[config.mk]
export PLATFORM = sky130hd
export DESIGN_NAME = mips_ctrl_pipe_flat
export DESIGN_NICKNAME = d
export VERILOG_FILES = /design/src/rtl/mips_ctrl_pkg.sv /design/src/rtl/mips_ctrl_pipe_if.sv /design/src/rtl/mips_fwd_unit.sv /design/src/rtl/mips_ctrl_pipe.sv /design/src/flat_wrapper.sv
export SDC_FILE = /design/constraint.sdc
export NUM_CORES = 1
export LEC_CHECK = 0
export BUFFER_PORTS_ARGS = -buffer_cell sky130_fd_sc_hd__buf_4
export CORE_ASPECT_RATIO = 1.1
export CORE_UTILIZATION = 30
export CTS_CLUSTER_SIZE = 30
export DETAILED_ROUTE_END_ITERATION = 12
export HOLD_SLACK_MARGIN = 0.08
export PLACE_DENSITY = 0.62
export SLEW_MARGIN = 20
export SYNTH_ARGS = -nofsm -noshare
export SYNTH_HDL_FRONTEND = slang
export SYNTH_SLANG_ARGS = --single-unit
[constraint.sdc]
create_clock -name clk -period 2.1 [get_ports clk]
set_clock_uncertainty 0.05 [all_clocks]
set_input_delay 0.42 -clock clk [delete_from_list [all_inputs] [get_ports clk]]
set_output_delay 0.42 -clock clk [all_outputs]
set_load 0.02 [all_outputs]
[src/rtl/mips_ctrl_pkg.sv]
// Shared control-bundle definitions for the MIPS pipeline control tracker.
// Field order of ctrl_t fixes the bit positions of the 10-bit decoder bundle.
package mips_ctrl_pkg;

  localparam int CTRL_W = 10;

  // MSB first: {RegDst, Branch, MemRead, MemtoReg, ALUop[1:0], MemWrite, ALUsrc, RegWrite, Jump}
  typedef struct packed {
    logic       regDst;
    logic       branch;
    logic       memRead;
    logic       memToReg;
    logic [1:0] aluOp;
    logic       memWrite;
    logic       aluSrc;
    logic       regWrite;
    logic       jump;
  } ctrl_t;

  localparam logic [1:0] FWD_RF  = 2'b00;
  localparam logic [1:0] FWD_MEM = 2'b10;
  localparam logic [1:0] FWD_WB  = 2'b01;

  localparam ctrl_t CTRL_BUBBLE = '0;

endpackage

[src/rtl/mips_ctrl_pipe_if.sv]
// Bus between the ID-stage decoder/datapath and the control tracker.
// The decoder side is the master; the tracker is the slave.
interface mips_ctrl_pipe_if
  import mips_ctrl_pkg::*;
#(
  parameter int REG_W = 5
);
  logic              id_valid;
  logic [CTRL_W-1:0] id_ctrl;
  logic [REG_W-1:0]  id_rs;
  logic [REG_W-1:0]  id_rt;
  logic [REG_W-1:0]  id_rd;
  logic              ex_zero;
  logic              pc_write;
  logic              ifid_write;
  logic              flush_ifid;
  logic [CTRL_W-1:0] ex_ctrl;
  logic [CTRL_W-1:0] mem_ctrl;
  logic [CTRL_W-1:0] wb_ctrl;
  logic [REG_W-1:0]  ex_dst;
  logic [REG_W-1:0]  mem_dst;
  logic [REG_W-1:0]  wb_dst;
  logic [1:0]        fwd_a;
  logic [1:0]        fwd_b;
  logic              branch_taken;

  modport master (
    output id_valid, id_ctrl, id_rs, id_rt, id_rd, ex_zero,
    input  pc_write, ifid_write, flush_ifid, ex_ctrl, mem_ctrl, wb_ctrl,
           ex_dst, mem_dst, wb_dst, fwd_a, fwd_b, branch_taken
  );

  modport slave (
    input  id_valid, id_ctrl, id_rs, id_rt, id_rd, ex_zero,
    output pc_write, ifid_write, flush_ifid, ex_ctrl, mem_ctrl, wb_ctrl,
           ex_dst, mem_dst, wb_dst, fwd_a, fwd_b, branch_taken
  );
endinterface

[src/rtl/mips_fwd_unit.sv]
// Combinational forwarding select for one EX source operand.
// EX/MEM has priority over MEM/WB; register 0 is never forwarded.
module mips_fwd_unit
  import mips_ctrl_pkg::*;
#(
  parameter int REG_W = 5
) (
  input  logic [REG_W-1:0] srcReg,
  input  logic             memRegWrite,
  input  logic [REG_W-1:0] memDst,
  input  logic             wbRegWrite,
  input  logic [REG_W-1:0] wbDst,
  output logic [1:0]       fwdSel
);

  always_comb begin
    fwdSel = FWD_RF;
    if (memRegWrite && (memDst != '0) && (memDst == srcReg)) begin
      fwdSel = FWD_MEM;
    end else if (wbRegWrite && (wbDst != '0) && (wbDst == srcReg)) begin
      fwdSel = FWD_WB;
    end
  end

endmodule

[src/rtl/mips_ctrl_pipe.sv]
// Pipelined control tracker and hazard unit: carries the decoded bundle
// ID->EX->MEM->WB and resolves load-use, branch and jump hazards.
module mips_ctrl_pipe
  import mips_ctrl_pkg::*;
#(
  parameter int REG_W = 5
) (
  input logic           clk,
  input logic           rst_n,
  mips_ctrl_pipe_if.slave bus
);

  ctrl_t            idCtrl;
  logic [REG_W-1:0] idDst;
  ctrl_t            exCtrl_p0;
  logic [REG_W-1:0] exDst_p0;
  logic [REG_W-1:0] exRs_p0;
  logic [REG_W-1:0] exRt_p0;
  ctrl_t            memCtrl_p1;
  logic [REG_W-1:0] memDst_p1;
  ctrl_t            wbCtrl_p2;
  logic [REG_W-1:0] wbDst_p2;
  logic             branchTaken;
  logic             loadUse;
  logic             stall;
  logic             squash;

  assign idCtrl = bus.id_valid ? ctrl_t'(bus.id_ctrl) : CTRL_BUBBLE;
  assign idDst  = idCtrl.regDst ? bus.id_rd : bus.id_rt;

  // MemRead alone is not a load: the decoder raises it for some immediate ALU ops.
  assign branchTaken = exCtrl_p0.branch & bus.ex_zero;
  assign loadUse = exCtrl_p0.memRead & exCtrl_p0.memToReg & (exDst_p0 != '0) &
                   ((exDst_p0 == bus.id_rs) | (exDst_p0 == bus.id_rt));
  assign stall  = loadUse & ~branchTaken;
  assign squash = branchTaken | stall;

  assign bus.pc_write     = ~stall;
  assign bus.ifid_write   = ~stall;
  assign bus.flush_ifid   = branchTaken | (idCtrl.jump & ~stall);
  assign bus.branch_taken = branchTaken;

  // ID -> ID/EX
  always_ff @(posedge clk or negedge rst_n) begin
    if (!rst_n) begin
      exCtrl_p0 <= CTRL_BUBBLE;
      exDst_p0  <= '0;
      exRs_p0   <= '0;
      exRt_p0   <= '0;
    end else if (squash) begin
      exCtrl_p0 <= CTRL_BUBBLE;
      exDst_p0  <= '0;
      exRs_p0   <= '0;
      exRt_p0   <= '0;
    end else begin
      exCtrl_p0 <= idCtrl;
      exDst_p0  <= idDst;
      exRs_p0   <= bus.id_rs;
      exRt_p0   <= bus.id_rt;
    end
  end

  // ID/EX -> EX/MEM -> MEM/WB
  always_ff @(posedge clk or negedge rst_n) begin
    if (!rst_n) begin
      memCtrl_p1 <= CTRL_BUBBLE;
      memDst_p1  <= '0;
      wbCtrl_p2  <= CTRL_BUBBLE;
      wbDst_p2   <= '0;
    end else begin
      memCtrl_p1 <= exCtrl_p0;
      memDst_p1  <= exDst_p0;
      wbCtrl_p2  <= memCtrl_p1;
      wbDst_p2   <= memDst_p1;
    end
  end

  assign bus.ex_ctrl  = exCtrl_p0;
  assign bus.mem_ctrl = memCtrl_p1;
  assign bus.wb_ctrl  = wbCtrl_p2;
  assign bus.ex_dst   = exDst_p0;
  assign bus.mem_dst  = memDst_p1;
  assign bus.wb_dst   = wbDst_p2;

  mips_fwd_unit #(.REG_W(REG_W)) uFwdA (
    .srcReg      (exRs_p0),
    .memRegWrite (memCtrl_p1.regWrite),
    .memDst      (memDst_p1),
    .wbRegWrite  (wbCtrl_p2.regWrite),
    .wbDst       (wbDst_p2),
    .fwdSel      (bus.fwd_a)
  );

  mips_fwd_unit #(.REG_W(REG_W)) uFwdB (
    .srcReg      (exRt_p0),
    .memRegWrite (memCtrl_p1.regWrite),
    .memDst      (memDst_p1),
    .wbRegWrite  (wbCtrl_p2.regWrite),
    .wbDst       (wbDst_p2),
    .fwdSel      (bus.fwd_b)
  );

endmodule

[src/flat_wrapper.sv]
// flat-port wrapper written by rule: the top's interface ports become plain ports
module mips_ctrl_pipe_flat import mips_ctrl_pkg::*;
#(
  parameter int REG_W = 5
)
  (clk, rst_n, bus_id_valid, bus_id_ctrl, bus_id_rs, bus_id_rt, bus_id_rd, bus_ex_zero, bus_pc_write, bus_ifid_write, bus_flush_ifid, bus_ex_ctrl, bus_mem_ctrl, bus_wb_ctrl, bus_ex_dst, bus_mem_dst, bus_wb_dst, bus_fwd_a, bus_fwd_b, bus_branch_taken);
  mips_ctrl_pipe_if #(.REG_W(REG_W)) bus_i ();
  input logic clk;
  input logic rst_n;
  input wire logic [$bits(bus_i.id_valid)-1:0] bus_id_valid;
  input wire logic [$bits(bus_i.id_ctrl)-1:0] bus_id_ctrl;
  input wire logic [$bits(bus_i.id_rs)-1:0] bus_id_rs;
  input wire logic [$bits(bus_i.id_rt)-1:0] bus_id_rt;
  input wire logic [$bits(bus_i.id_rd)-1:0] bus_id_rd;
  input wire logic [$bits(bus_i.ex_zero)-1:0] bus_ex_zero;
  output wire logic [$bits(bus_i.pc_write)-1:0] bus_pc_write;
  output wire logic [$bits(bus_i.ifid_write)-1:0] bus_ifid_write;
  output wire logic [$bits(bus_i.flush_ifid)-1:0] bus_flush_ifid;
  output wire logic [$bits(bus_i.ex_ctrl)-1:0] bus_ex_ctrl;
  output wire logic [$bits(bus_i.mem_ctrl)-1:0] bus_mem_ctrl;
  output wire logic [$bits(bus_i.wb_ctrl)-1:0] bus_wb_ctrl;
  output wire logic [$bits(bus_i.ex_dst)-1:0] bus_ex_dst;
  output wire logic [$bits(bus_i.mem_dst)-1:0] bus_mem_dst;
  output wire logic [$bits(bus_i.wb_dst)-1:0] bus_wb_dst;
  output wire logic [$bits(bus_i.fwd_a)-1:0] bus_fwd_a;
  output wire logic [$bits(bus_i.fwd_b)-1:0] bus_fwd_b;
  output wire logic [$bits(bus_i.branch_taken)-1:0] bus_branch_taken;
  assign bus_i.id_valid = bus_id_valid;
  assign bus_i.id_ctrl = bus_id_ctrl;
  assign bus_i.id_rs = bus_id_rs;
  assign bus_i.id_rt = bus_id_rt;
  assign bus_i.id_rd = bus_id_rd;
  assign bus_i.ex_zero = bus_ex_zero;
  assign bus_pc_write = bus_i.pc_write;
  assign bus_ifid_write = bus_i.ifid_write;
  assign bus_flush_ifid = bus_i.flush_ifid;
  assign bus_ex_ctrl = bus_i.ex_ctrl;
  assign bus_mem_ctrl = bus_i.mem_ctrl;
  assign bus_wb_ctrl = bus_i.wb_ctrl;
  assign bus_ex_dst = bus_i.ex_dst;
  assign bus_mem_dst = bus_i.mem_dst;
  assign bus_wb_dst = bus_i.wb_dst;
  assign bus_fwd_a = bus_i.fwd_a;
  assign bus_fwd_b = bus_i.fwd_b;
  assign bus_branch_taken = bus_i.branch_taken;
  mips_ctrl_pipe #(.REG_W(REG_W)) u_core (.clk(clk), .rst_n(rst_n), .bus(bus_i));
endmodule
==> results.yml <==
pwr:
  power.leakage_nw: 1.557
  switchingPower_uw: 690.7
  cellPowerDensity_mw_per_mm2: 688.8
  p_sw_frac: 0.2981
  sequentialPowerShare: 0.516
  combPwrFrac: 0.244
  power.share.clock: 0.240
  power.internal_mw: 1.626
  worst_case_vdd_ir_drop_v: 0.0002339
finish:
  drive_above_1_share: 0.6066
  area_growth_syn_to_layout_pct: 47.53
  num-nets-final: 300
  diodes: 0
  post_route_cell_area_mm2: 0.003363
critical_path:
  r2r_slack_ps: 150
  critPathArrivalTime_ps: 1920
  rr_worst_depth: 4
  cp-end-kind: "output pin"
  critical_path.startpoint_type: "register"
  crit-reg2reg-launch: "u_core.bus.ex_dst[4]$_DFF_PN0_"
  critPathRequiredTime_ps: 1630
  type_of_the_setup_path_with_the_least_slack: "reg -> out"
  critical_path.reg2reg.endpoint: "u_core.bus.ex_dst[0]$_DFF_PN0_"
  crit_path_start: "u_core.bus.wb_dst[1]$_DFF_PN0_"
  critPathMaxFanout: 4
synth:
  number_of_flops_mapped_to_enable_cells_by_yosys: 0
  synth_seq_cells: 55
  synth_cell_type_count: 22
  yosys.area.top_type_share: 0.6037
  dominantRegCellSynth: "sky130_fd_sc_hd__dfrtp_1"
  synth_area_mm2: 0.002280
  ys.warnings.count: 0
  mappedNetlistNets: 205
  synth.most_common_cell: "sky130_fd_sc_hd__dfrtp_1"
  most_common_library_cells_after_synthesis: "sky130_fd_sc_hd__dfrtp_1, sky130_fd_sc_hd__a21oi_2, sky130_fd_sc_hd__nand2_1, sky130_fd_sc_hd__nand3_1, sky130_fd_sc_hd__xnor2_1"
  yosysSeqAreaShare: 0.6037
  yosysTopAreaCell: "sky130_fd_sc_hd__dfrtp_1"
  ys_async_sr_fraction: 1.000
  synth_area_per_cell_um2: 12.95
  syn-instance-count: 176
  synth_top_cells_by_area: "sky130_fd_sc_hd__dfrtp_1, sky130_fd_sc_hd__a21oi_2, sky130_fd_sc_hd__xnor2_1"
global_routing:
  number_of_antenna_violations_at_the_first_check_in_global_routing: 0
  total_routing_usage_gr: 0.1432
  grt_remaining_overflow: 0
  grt_pass1_wl_um: 8776
  grt_pass1_vias: 1734
  maximum_number_of_pins_on_one_net_before_global_route_repair: 56
die:
  chipHeight_um: 93.43
  io_pins: 82
  area_of_the_placeable_core_mm2: 0.007167
  rows: 32
  floorplan.initialDensity: 0.3181
  floorplan.die.width_um: 85.12
  die_area_mm2: 0.007952
detailed_routing:
  wire_length_on_met1_um: 2325
  routed_via_density: 4.703
  wl_met3_um: 321
  drc_errors: 0
  detailroute.via_count: 1679
  route.final.wire_length_um: 5510
  detail-route-antenna-nets: 0
  wl_met2_um: 2759
  route.detailed.wl_per_inst_um: 15.43
  detail_route.iter0.violations: 56
  drt-pass1-iter-count: 4
  dr.max_layer_used: "met4"
sta:
  tightestPinTransition_ps: 671.6
  finalWorstSetupSlack_ps: -286.2
  worst_hold_slack_ps: 95.97
  finalMaxSlewViolations: 0
  timing.final.setup_violations: 7
  hold_violations: 0
  slew-limit-headroom: 0.5522
  grt_setup_unrepaired: "true"
  period_minus_slack_ps: 2386
  final.period_utilization: 1.136
  maxClockFrequency_ghz: 0.4191
clock_network:
  worst_setup_hold_path_clk_slew_ps: 90
  cts_max_level: 2
  clock_sink_count: 55
  insertion_delay_ps: 300
  cts-root-buf: "sky130_fd_sc_hd__clkbuf_8"
  post_cts_hold_buffer_count: 0
  cts_tree: "yes"
  numCtsBuffers: 5
  max-clock-path-buffers: 2
worst_hold_path:
  hold_path.class: "in -> async"
status:
  outcome: "finished, violations left"
  failed_checks: "negative setup slack"
placement:
  gpl.final_weighted_congestion: 0.7659
  detailed_place_hpwl_um: 4018
  port_buffers: 81
  detailed_place.area_mm2: 0.003048
run:
  max_cap_violations: 0
-- final cells by class --
type	count	area, µm²
fillers	644	3804
flip-flops and latches	55	1386
multi-input cells	108	1012
repair buffers	100	769.5
well taps	85	106.4
clock buffers	6	72.57
clock inverters	2	12.51
inverters	1	3.754
-- critical path, cell delays in order, from the launching register on --
cell                      delay, ps
sky130_fd_sc_hd__dfrtp_2        410
sky130_fd_sc_hd__or4_4          130
sky130_fd_sc_hd__o21ai_1         70
sky130_fd_sc_hd__or4_4          560
sky130_fd_sc_hd__nor4_4         270
sky130_fd_sc_hd__buf_4          180
-- cells in the final DEF, fill, tap and decap left out --
cell | Yosys | layout
sky130_fd_sc_hd__buf_6 | 1 | 5
sky130_fd_sc_hd__nor4_4 | 0 | 4
sky130_fd_sc_hd__xnor2_1 | 16 | 8
sky130_fd_sc_hd__o21ai_4 | 0 | 1
sky130_fd_sc_hd__xnor2_4 | 0 | 1
sky130_fd_sc_hd__clkinv_1 | 1 | 1
sky130_fd_sc_hd__a211oi_1 | 1 | 1
sky130_fd_sc_hd__clkinv_2 | 0 | 1
sky130_fd_sc_hd__clkbuf_8 | 0 | 5
sky130_fd_sc_hd__xor2_1 | 14 | 14
sky130_fd_sc_hd__buf_4 | 5 | 95
sky130_fd_sc_hd__a21oi_1 | 1 | 1
sky130_fd_sc_hd__clkinvlp_4 | 0 | 1
sky130_fd_sc_hd__o21ai_1 | 2 | 1
sky130_fd_sc_hd__o22ai_4 | 0 | 1
sky130_fd_sc_hd__clkbuf_1 | 4 | 1
sky130_fd_sc_hd__dfrtp_2 | 0 | 8
sky130_fd_sc_hd__nand3_1 | 19 | 14
sky130_fd_sc_hd__a221oi_2 | 5 | 5
sky130_fd_sc_hd__xnor2_2 | 0 | 7
sky130_fd_sc_hd__o311a_4 | 0 | 1
sky130_fd_sc_hd__or4_4 | 0 | 4
sky130_fd_sc_hd__nand3_2 | 0 | 4
sky130_fd_sc_hd__nand3_4 | 0 | 1
sky130_fd_sc_hd__nand2_1 | 19 | 19
sky130_fd_sc_hd__or3_4 | 0 | 1
sky130_fd_sc_hd__dfrtp_1 | 55 | 47
sky130_fd_sc_hd__a21oi_2 | 19 | 19
sky130_fd_sc_hd__a31oi_4 | 0 | 1
-- flip-flops by register name, summed over array words and instances, names as in the netlist --
name	flops
u_core.exRs_p0	5
u_core.bus.wb_dst	5
u_core.bus.wb_ctrl	10
u_core.bus.ex_ctrl	10
u_core.bus.mem_dst	5
u_core.bus.mem_ctrl	10
u_core.bus.ex_dst	5
u_core.exRt_p0	5
-- kinds of logic after synthesis --
family / Yosys count / synth area share
flip-flops: 55 / 0.6037
AO/OA/AOI/OAI: 31 / 0.1284
AND/OR/NAND/NOR: 47 / 0.1054
buffers and inverters: 13 / 0.04720
XOR/XNOR: 30 / 0.1153
-- repair_timing --
item | CTS | global route
resized for setup | 20 | 9
setup buffers | 6 | 1
endpoints found under the hold margin | 0 | 0
pin swaps | 8 | 6
endpoints found under the setup margin | 7 | 7
-- stage by stage --
step / setup TNS (ps) / instances / power (mW) / util / setup slack, ps
CTS: -934.0 / 356 / 2.323 / 0.4605 / -273.9
floorplan: -33.18 / 176 / 1.479 / - / -33.18
global route: -1738 / 357 / 2.427 / 0.4693 / -356.4
finish: -1289 / 357 / 2.317 / 0.4693 / -286.2
global placement: 0 / 342 / 1.700 / 0.4253 / 60.81
detailed placement: 0 / 342 / 1.708 / 0.4253 / 18.66
-- metal layers --
metal,global-route usage,up-vias
met5,0,-
met4,0.05226,0
met3,0.03354,9
met2,0.2379,57
met1,0.1819,813
li1,-,800
-- worst max-delay path by stage --
stage | endpoint | cells after the start
finish | bus_fwd_a[0] | 5
CTS | bus_fwd_a[0] | 5
global placement | bus_fwd_a[0] | 5
global route | bus_fwd_a[0] | 5
floorplan | bus_pc_write | 6
detailed placement | bus_fwd_a[0] | 5
-- power groups by stage --
stage	clock network, mW	logic [mW]	registers [mW]
finish	0.557	0.565	1.19
global route	0.617	0.604	1.21
CTS	0.579	0.551	1.19
detailed placement	0	0.495	1.21
global placement	0	0.490	1.21
floorplan	0	0.196	1.28
No activity file was read; power rests on OpenSTA's default activity.
